File: src/rtl/fetch_pkg.sv
// ----------------------------------------------------------------------------
// fetch_pkg
// Shared definitions for the instruction fetch unit: FSM state encoding,
// opcode format constants and the legal range of program memory latency.
// Optional feature macro: FETCH_HALT_DETECT_EN (enables the HALT opcode).
// ----------------------------------------------------------------------------
package fetch_pkg;

    localparam int FETCH_AW = 8;
    localparam int FETCH_DW = 8;

    // Bit of the opcode that marks a two-byte instruction.
    localparam int LONG_OPC_BIT = FETCH_DW - 1;

    // Opcode treated as HALT when halt detection is compiled in.
    localparam logic [FETCH_DW-1:0] HALT_OPC = 8'hFF;

    localparam int MEM_LAT_MIN = 1;
    localparam int MEM_LAT_MAX = 3;

    typedef enum logic [2:0] {
        IDLE,
        OP_REQ,
        OP_WAIT,
        ARG_REQ,
        ARG_WAIT,
        HOLD,
        HALTED
    } state_t;

    // Value loaded into the latency counter on a read strobe; out-of-range
    // latencies are clamped so the 2-bit counter can never be overloaded.
    function automatic logic [1:0] latLoadValue(input int lat);
        int clamped;
        clamped = lat;
        if (clamped < MEM_LAT_MIN) clamped = MEM_LAT_MIN;
        if (clamped > MEM_LAT_MAX) clamped = MEM_LAT_MAX;
        return 2'(clamped - 1);
    endfunction

endpackage

File: src/rtl/fetch_lat_cnt.sv
// ----------------------------------------------------------------------------
// fetch_lat_cnt
// Counts the program memory read latency after each read strobe and flags
// the cycle in which the read data is valid.
// Ports:
//   clk_i    - system clock
//   reset_ni - synchronous active-low reset
//   load_i   - read strobe; starts a new count of MEM_LAT cycles
//   clear_i  - abandons any outstanding count
//   last_o   - high in the cycle the memory data is valid
// ----------------------------------------------------------------------------
module fetch_lat_cnt
    import fetch_pkg::*;
#(
    parameter int MEM_LAT = 1
) (
    input  logic clk_i,
    input  logic reset_ni,
    input  logic load_i,
    input  logic clear_i,
    output logic last_o
);

    localparam logic [1:0] LoadValue = latLoadValue(MEM_LAT);

    logic [1:0] count_q, count_d;
    logic       busy_q, busy_d;

    // Clear beats load so a read strobe coinciding with an abort is dropped.
    always_comb begin
        count_d = count_q;
        busy_d  = busy_q;
        if (clear_i) begin
            count_d = 2'd0;
            busy_d  = 1'b0;
        end else if (load_i) begin
            count_d = LoadValue;
            busy_d  = 1'b1;
        end else if (busy_q) begin
            if (count_q == 2'd0) begin
                busy_d = 1'b0;
            end else begin
                count_d = count_q - 2'd1;
            end
        end
    end

    always_ff @(posedge clk_i) begin
        if (!reset_ni) begin
            count_q <= 2'd0;
            busy_q  <= 1'b0;
        end else begin
            count_q <= count_d;
            busy_q  <= busy_d;
        end
    end

    // The busy bit distinguishes a finished count from an idle zero.
    assign last_o = busy_q && (count_q == 2'd0);

endmodule

File: src/rtl/instr_fetch.sv
// ----------------------------------------------------------------------------
// instr_fetch
// Reads 1- or 2-byte instructions from synchronous program memory at the
// program counter, presents them to the execute stage with a valid/ready
// handshake and pulses done_o once per byte consumed so the PC advances.
// A flush (PC being loaded over UART) aborts the fetch and silences done_o.
// Optional feature macro: FETCH_HALT_DETECT_EN - opcode HALT_OPC stops the
// fetcher in HALTED without advancing the PC; adds output halted_o.
// Ports:
//   clk_i, reset_ni   - clock, synchronous active-low reset
//   run_i             - fetch enable (sampled in IDLE and at handshake)
//   flush_i           - abort request while the PC is being loaded
//   pc_val_i          - current program counter
//   mem_rdata_i       - program memory read data
//   mem_addr_o        - program memory address
//   mem_en_o          - one-cycle read strobe
//   instr_o           - {opcode, operand}, operand 0 for short instructions
//   instr_valid_o     - instr_o holds a complete instruction
//   exec_ready_i      - execute stage accepts instr_o
//   done_o            - one-cycle PC increment pulse
//   halted_o          - (FETCH_HALT_DETECT_EN only) HALT accepted
// ----------------------------------------------------------------------------
module instr_fetch
    import fetch_pkg::*;
#(
    parameter int AW      = FETCH_AW,
    parameter int DW      = FETCH_DW,
    parameter int MEM_LAT = 1
) (
    input  logic            clk_i,
    input  logic            reset_ni,
    input  logic            run_i,
    input  logic            flush_i,
    input  logic [AW-1:0]   pc_val_i,
    input  logic [DW-1:0]   mem_rdata_i,
    output logic [AW-1:0]   mem_addr_o,
    output logic            mem_en_o,
    output logic [2*DW-1:0] instr_o,
    output logic            instr_valid_o,
    input  logic            exec_ready_i,
    output logic            done_o
`ifdef FETCH_HALT_DETECT_EN
    ,
    output logic            halted_o
`endif
);

    state_t          state_q;
    logic [AW-1:0]   mem_addr_q;
    logic            mem_en_q;
    logic [DW-1:0]   opcode_q;
    logic [DW-1:0]   operand_q;
    logic            instr_valid_q;
    logic            done_q;
    logic            latLast;
`ifdef FETCH_HALT_DETECT_EN
    logic            haltSeen_q;
    logic            halted_q;
`endif

    fetch_lat_cnt #(
        .MEM_LAT (MEM_LAT)
    ) u_lat_cnt (
        .clk_i    (clk_i),
        .reset_ni (reset_ni),
        .load_i   (mem_en_q),
        .clear_i  (flush_i),
        .last_o   (latLast)
    );

    // Request states hold off while done_q is high: the PC only advances on
    // the edge that ends the DONE cycle, so waiting one cycle guarantees the
    // operand address is read from the already-incremented PC.
    always_ff @(posedge clk_i) begin
        if (!reset_ni) begin
            state_q       <= IDLE;
            mem_addr_q    <= '0;
            mem_en_q      <= 1'b0;
            opcode_q      <= '0;
            operand_q     <= '0;
            instr_valid_q <= 1'b0;
            done_q        <= 1'b0;
`ifdef FETCH_HALT_DETECT_EN
            haltSeen_q    <= 1'b0;
            halted_q      <= 1'b0;
`endif
        end else if (flush_i) begin
            state_q       <= IDLE;
            mem_en_q      <= 1'b0;
            instr_valid_q <= 1'b0;
            done_q        <= 1'b0;
`ifdef FETCH_HALT_DETECT_EN
            haltSeen_q    <= 1'b0;
            halted_q      <= 1'b0;
`endif
        end else begin
            mem_en_q <= 1'b0;
            done_q   <= 1'b0;
            case (state_q)
                IDLE: begin
                    if (run_i) state_q <= OP_REQ;
                end
                OP_REQ, ARG_REQ: begin
                    if (!done_q) begin
                        mem_addr_q <= pc_val_i;
                        mem_en_q   <= 1'b1;
                        state_q    <= (state_q == OP_REQ) ? OP_WAIT : ARG_WAIT;
                    end
                end
                OP_WAIT: begin
                    if (latLast) begin
                        opcode_q <= mem_rdata_i;
`ifdef FETCH_HALT_DETECT_EN
                        if (mem_rdata_i == HALT_OPC) begin
                            operand_q     <= '0;
                            haltSeen_q    <= 1'b1;
                            instr_valid_q <= 1'b1;
                            state_q       <= HOLD;
                        end else
`endif
                        begin
                            done_q <= 1'b1;
                            if (mem_rdata_i[LONG_OPC_BIT]) begin
                                state_q <= ARG_REQ;
                            end else begin
                                operand_q     <= '0;
                                instr_valid_q <= 1'b1;
                                state_q       <= HOLD;
                            end
                        end
                    end
                end
                ARG_WAIT: begin
                    if (latLast) begin
                        operand_q     <= mem_rdata_i;
                        done_q        <= 1'b1;
                        instr_valid_q <= 1'b1;
                        state_q       <= HOLD;
                    end
                end
                HOLD: begin
                    if (exec_ready_i) begin
                        instr_valid_q <= 1'b0;
`ifdef FETCH_HALT_DETECT_EN
                        if (haltSeen_q) begin
                            halted_q <= 1'b1;
                            state_q  <= HALTED;
                        end else
`endif
                        state_q <= run_i ? OP_REQ : IDLE;
                    end
                end
`ifdef FETCH_HALT_DETECT_EN
                HALTED: begin
                    state_q <= HALTED;
                end
`endif
                default: begin
                    state_q <= IDLE;
                end
            endcase
        end
    end

    assign mem_addr_o    = mem_addr_q;
    assign mem_en_o      = mem_en_q;
    assign instr_o       = {opcode_q, operand_q};
    assign instr_valid_o = instr_valid_q;
    // A PC load must never coincide with an increment, even when the abort
    // arrives in the cycle right after a capture.
    assign done_o        = done_q && !flush_i;
`ifdef FETCH_HALT_DETECT_EN
    assign halted_o      = halted_q;
`endif

endmodule
File: config.mk
export PLATFORM = sky130hd
export DESIGN_NAME = instr_fetch
export DESIGN_NICKNAME = d
export VERILOG_FILES = /design/src/rtl/fetch_pkg.sv /design/src/rtl/fetch_lat_cnt.sv /design/src/rtl/instr_fetch.sv
export SDC_FILE = /design/constraint.sdc
export NUM_CORES = 1
export LEC_CHECK = 0
export CORE_UTILIZATION = 49
export CTS_CLUSTER_DIAMETER = 60
export CTS_CLUSTER_SIZE = 28
export DETAILED_ROUTE_END_ITERATION = 16
export GPL_TIMING_DRIVEN = 0
export PLACE_DENSITY_LB_ADDON = 0.08
export SKIP_CTS_REPAIR_TIMING = 1
export SYNTH_ARGS = -nofsm -noshare
export SYNTH_HDL_FRONTEND = slang
export SYNTH_HIERARCHICAL = 1
export SYNTH_SLANG_ARGS = --single-unit
File: constraint.sdc
create_clock -name clk_i -period 2.5 [get_ports clk_i]
set_input_delay 0.375 -clock clk_i [delete_from_list [all_inputs] [get_ports clk_i]]
set_output_delay 0.375 -clock clk_i [all_outputs]
set_load 0.01 [all_outputs]
==> results.json, run 1 <==
{
  "dr_total_vias": 1381,
  "ctsLongestPathBuffers": 2,
  "setup_viol": 0,
  "drc": 5,
  "failed_checks": "design-rule violations",
  "die_area_mm2": 0.00332,
  "timing.setup.tns_ps": 0,
  "hpwl_um": 2600,
  "gp_routability_congestion": 0.886,
  "clock_skew_ps": 8.36,
  "postPlaceCellArea_mm2": 0.00203,
  "fmax_ghz": 0.484,
  "n_fill_cell": 222,
  "critical_path.max_fanout": 9,
  "crit_arrival_ps": 1690,
  "yosysSeqAreaShare_pct": 43.5,
  "avgSynthCellArea_um2": 8.93,
  "dr.pass1.iters": 10,
  "slew-limit-headroom_pct": 66.9,
  "antenna_found_initial": 0,
  "yosys.cell_count.top_type": "nand2_1",
  "clkLatencyLatePin_ps": 340,
  "syn_area_mm2": 0.00152,
  "cap_violations": 0,
  "tightest_slew_ps": 495,
  "post_drt_wl_per_cell_um": 13.7,
  "wl_um": 3520,
  "dp.cells": 248,
  "clkSinkCount": 33,
  "grt_first_pass_wirelength_um": 5900,
  "n_antenna_cell": 0,
  "chipWidth_um": 57.7,
  "final_area_mm2": 0.00211,
  "grt_pass1_vias": 1319,
  "synth_nets": 192,
  "worst_setup_path_end_kind": "primary output",
  "synth_warnings": 6,
  "slowest_stage": "clkdlybuf4s50_1",
  "holdCritPathClass": "flop to flop",
  "ant_nets": 0,
  "irDropWorstVdd_mv": 0.405,
  "slowest_delay_ps": 590,
  "syn_inst": 170,
  "powerDensity_mw_per_mm2": 497,
  "cp-start-kind": "input port",
  "cts_max_level": 2,
  "yosys.area.top_type": "dfxtp_1",
  "cts-root-buf": "clkbuf_4",
  "fin_crit_sh_pct": 82.7,
  "async_reset_ff_share_pct": 0,
  "vias_per_cell": 5.39,
  "drtIter0Drc": 50,
  "grt_max_degree": 11,
  "layout_min_cycle_time_ps": 2070,
  "finalPower_mw": 1.05,
  "track_usage_pct": 23.3,
  "drive_above_1_share_pct": 7.11,
  "grt_overflow": 0,
  "fp.coreArea_mm2": 0.00285,
  "ys_top_cells_by_area": "dfxtp_1 44%, nand2_1 8.4%, mux2i_1 5.9%, a21boi_0 4.0%, a21boi_1 4.0%",
  "p_leak_nw": 0.750,
  "seq_area_um2": 661,
  "num_rows": 19,
  "finalMaxSlewViolations": 0,
  "crit_buf_inv": 2,
  "rsz0062_at_grt": "false",
  "final_nets": 246,
  "fin_hold_ws_ps": 455,
  "die_y_um": 57.7,
  "synth_edf_count": 0,
  "ioPinCount": 48,
  "io_buffer_count": 47,
  "area_delta_synth_final_pct": 39.2,
  "cpMostUsedCell": "clkdlybuf4s50_1",
  "final_cells": 256,
  "start_util_pct": 53.2,
  "worstSetupPathType": "input port to primary output",
  "synth.top_cells.by_count": "34 x nand2_1, 33 x dfxtp_1, 10 x o21ai_0",
  "cpLargestDelayFamily": "buffers and inverters",
  "hold_viol": 0,
  "synth_top_area_share_pct": 43.5,
  "cts-buffers-inserted": 5,
  "cp.required_ps": 2120,
  "cts_tree": "done",
  "status": "complete, but fails checks",
  "synth_flop_cell": "dfxtp_1",
  "cts.reportedPaths.clkPinSlew_ps": 90,
  "ys_ff_latch": 33,
  "yosysUniqueCellTypes": 38,
  "cp_cell_sequence": "clkdlybuf4s50_1, nor2b_1, clkdlybuf4s50_1",
  "multiInputGateArea_um2": 803
}
==> final cells by class <==
class | instances | share of cell area (%)
multi-input combinational | 124 | 38.0
sequential | 33 | 31.3
timing repair buffer | 47 | 22.3
clock buffer | 7 | 2.61
buffer | 10 | 2.01
tap | 31 | 1.84
clock inverter | 1 | 1.42
inverter | 3 | 0.533
==> state kept, by name, indices dropped and copies added (netlist names) <==
signal             cells
done_q                 1
instr_valid_o          1
mem_addr_o             8
mem_en_o               1
opcode_q               8
operand_q              8
state_q                3
u_lat_cnt/busy_q       1
u_lat_cnt/count_q      2
==> cell families after synthesis <==
kind of cell | Yosys count | share of synthesized area [%]
simple gates | 72 | 26.3
xor+xnor | 1 | 0.577
buf+inv | 13 | 3.54
flops | 33 | 43.5
mux | 10 | 6.68
fa+ha+maj | 1 | 0.824
compound gates | 40 | 18.5
==> where the power goes <==
group          internal, mW  total (mW)  switching, mW
clock                 0.239       0.414          0.176
sequential            0.531       0.537        0.00577
combinational        0.0563      0.0994         0.0431
==> cells in the final DEF, fill, tap and decap left out, types with 5 or more instances in the layout <==
master and count:
a21boi_1 8, clkbuf_1 6, dfxtp_1 33, o21ai_0 10, nand2_1 34, mux2i_1 9
clkbuf_4 5, nand3_1 9, a21boi_0 8, clkdlybuf4s50_1 47
==> per-stage QoR <==
| stage | worst slack (ps) | util (%) |
|---|---|---|
| after floorplan | 1000 | - |
| after global placement | 430 | 71.1 |
| after detailed placement | 422 | 71.1 |
| after CTS | 420 | 74.0 |
| after global routing | 377 | 74.0 |
| final | 433 | 74.0 |
==> worst reg2reg max path: cells and delay by family (launching register included) <==
kind                     cells  cell delay, ps
AO/OA/AOI/OAI                1             210
adder cells (fa/ha/maj)      1             160
buffers and inverters        1              60
flip-flops                   1             330
multiplexers                 1             170
AND/OR/NAND/NOR              2             760
==> layer usage <==
| layer | global-route usage (%) | vias to the layer above | wire [um] |
|---|---|---|---|
| met1 | 28.2 | 626 | 1480 |
| met2 | 39.7 | 50 | 1700 |
| met5 | 0 | - | 0 |
| li1 | - | 700 | - |
| met4 | 7.14 | 0 | 40 |
| met3 | 7.37 | 5 | 296 |
==> final timing paths <==
check                            start  slack [ps]            end  cells past startpoint
setup / recovery               flush_i         430         done_o                      3
hold / removal           mem_addr_o[5]         460  mem_addr_o[5]                      2
setup reg to reg  u_lat_cnt/count_q[0]         700   operand_q[1]                      6
hold reg to reg          mem_addr_o[5]         460  mem_addr_o[5]                      2
(Power assumes the default switching activity.)
==> inputs of run 2 (changes only) <==
- CORE_UTILIZATION: 49 -> 41
- clock period: 2.5 -> 1.85 ns (I/O delays scaled with it)
==> results.json, run 2 (synthesis results as in run 1) <==
{
  "postPlaceCellArea_mm2": 0.00205,
  "drc": 0,
  "slowest_stage": "clkdlybuf4s50_1",
  "rsz0062_at_grt": "false",
  "utilization_pct": 63.1,
  "cts.reportedPaths.clkPinSlew_ps": 60,
  "worstSetupPathType": "flop to primary output",
  "most-common-layout-cells": "46 x clkdlybuf4s50_1, 34 x nand2_1, 33 x dfxtp_1",
  "die_area_mm2": 0.00395,
  "cp_cell_sequence": "nor2b_1, clkdlybuf4s50_1",
  "hold_viol": 0,
  "powerDensity_mw_per_mm2": 713,
  "tightest_slew_ps": 501,
  "dp.cells": 263,
  "finalMaxSlewViolations": 0,
  "area_delta_synth_final_pct": 43.2,
  "track_usage_pct": 20.2,
  "worst-path-stages": 2,
  "cts_max_level": 2,
  "ctsLongestPathBuffers": 2,
  "fin_hold_ws_ps": 455,
  "cp-start-kind": "flop",
  "mostFrequentLayoutCell": "clkdlybuf4s50_1",
  "antenna_found_initial": 0,
  "io_buffer_count": 47,
  "fmax_ghz": 0.582,
  "crit_arrival_ps": 1440,
  "clkSinkCount": 33,
  "grt_first_pass_wirelength_um": 6270,
  "sw_frac_of_total_pct": 20.4,
  "post_drt_wl_per_cell_um": 13.3,
  "timing.setup.tns_ps": 0,
  "cts-root-buf": "clkbuf_8",
  "power_frac_comb_pct": 8.7,
  "cts_tree": "done",
  "grt_pass1_vias": 1380,
  "grt_max_degree": 11,
  "n_antenna_cell": 0,
  "r2r_slack_ps": 180,
  "status": "finished, final reports clean",
  "ioPinCount": 48,
  "worst_setup_path_end_kind": "primary output",
  "drtIter0Drc": 48,
  "num_rows": 21,
  "start_util_pct": 44.1,
  "p_leak_nw": 0.778,
  "internal_power_mw": 1.23,
  "setup_viol": 0,
  "drive_above_1_share_pct": 7.96,
  "reg2regPathDepth": 7,
  "holdCritPathClass": "flop to flop",
  "ant_nets": 0,
  "critical_path.max_fanout": 6,
  "clkLatencyLatePin_ps": 280,
  "cts-buffers-inserted": 5,
  "fp.coreArea_mm2": 0.00344,
  "final_cells": 272,
  "cpLargestDelayFamily": "buffers and inverters",
  "crit_buf_inv": 1,
  "pre_cts_ws_ps": -79.4,
  "n_fill_cell": 311,
  "pwr-share-clk_pct": 44.4,
  "vias_per_cell": 5.11,
  "final_nets": 247,
  "die_y_um": 62.8,
  "hpwl_um": 2620,
  "clock_skew_ps": 3.73,
  "finalPower_mw": 1.55,
  "cap_violations": 0,
  "gp_routability_congestion": 0.711,
  "layout_min_cycle_time_ps": 1720,
  "final_area_mm2": 0.00217,
  "p_seq_share_pct": 46.9,
  "min_path_cells": 2,
  "irDropWorstVdd_mv": 0.424,
  "grt_overflow": 0,
  "chipWidth_um": 62.8,
  "p_sw_mw": 0.316,
  "dr_total_vias": 1389,
  "cp.required_ps": 1570,
  "wl_um": 3600,
  "fin_crit_sh_pct": 92.9,
  "setup_slack_ps": 132,
  "slew-limit-headroom_pct": 66.4,
  "slowest_delay_ps": 540,
  "dr.pass1.iters": 4
}
[run 2: cell types whose count changed in the layout (fill, tap and decap cells not counted), sizes merged]
cell and delta:
clkdlybuf4s50 -1, dlymetal6s2s +1, buf +1
[run 2: final cells by class]
cell class	instances	area, um2	area share [%]
repair buffers	48	480	22.1
multi-input cells	124	805	37.0
clock inverters	1	30.0	1.38
well taps	46	57.6	2.65
clock buffers	7	86.3	3.97
flip-flops and latches	33	661	30.4
plain buffers	10	42.5	1.96
inverters	3	11.3	0.518
[run 2: metal layers]
metal | share of wire (%) | global-route usage, % | vias up | wire length (um)
met4 | 0.55 | 6.10 | 0 | 20
met5 | 0 | 0 | - | 0
met1 | 47 | 25.1 | 650 | 1690
met2 | 49 | 33.4 | 40 | 1750
li1 | - | - | 697 | -
met3 | 4.1 | 5.84 | 2 | 146
[run 2: power groups by stage]
stage	Clock, mW	Sequential, mW	Combinational (mW)
global route	0.745	0.727	0.148
finish	0.687	0.726	0.135
global placement	0	0.742	0.132
detailed placement	0	0.742	0.135
CTS	0.710	0.726	0.136
floorplan	0	0.743	0.0581
[run 2: worst reg2reg max path, stage by stage (launching register included)]
cell and delay [ps]:
dfxtp_1 320, inv_1 60, ha_1 150, and2_2 220, or3b_1 360, clkbuf_1 180, o21ai_0 180, a21boi_0 100
[run 2: final timing paths]
check / startpoint / end
setup / recovery: done_q / done_o
hold / removal: mem_addr_o[2] / mem_addr_o[2]
setup reg to reg: u_lat_cnt/count_q[0] / opcode_q[5]
hold reg to reg: mem_addr_o[2] / mem_addr_o[2]
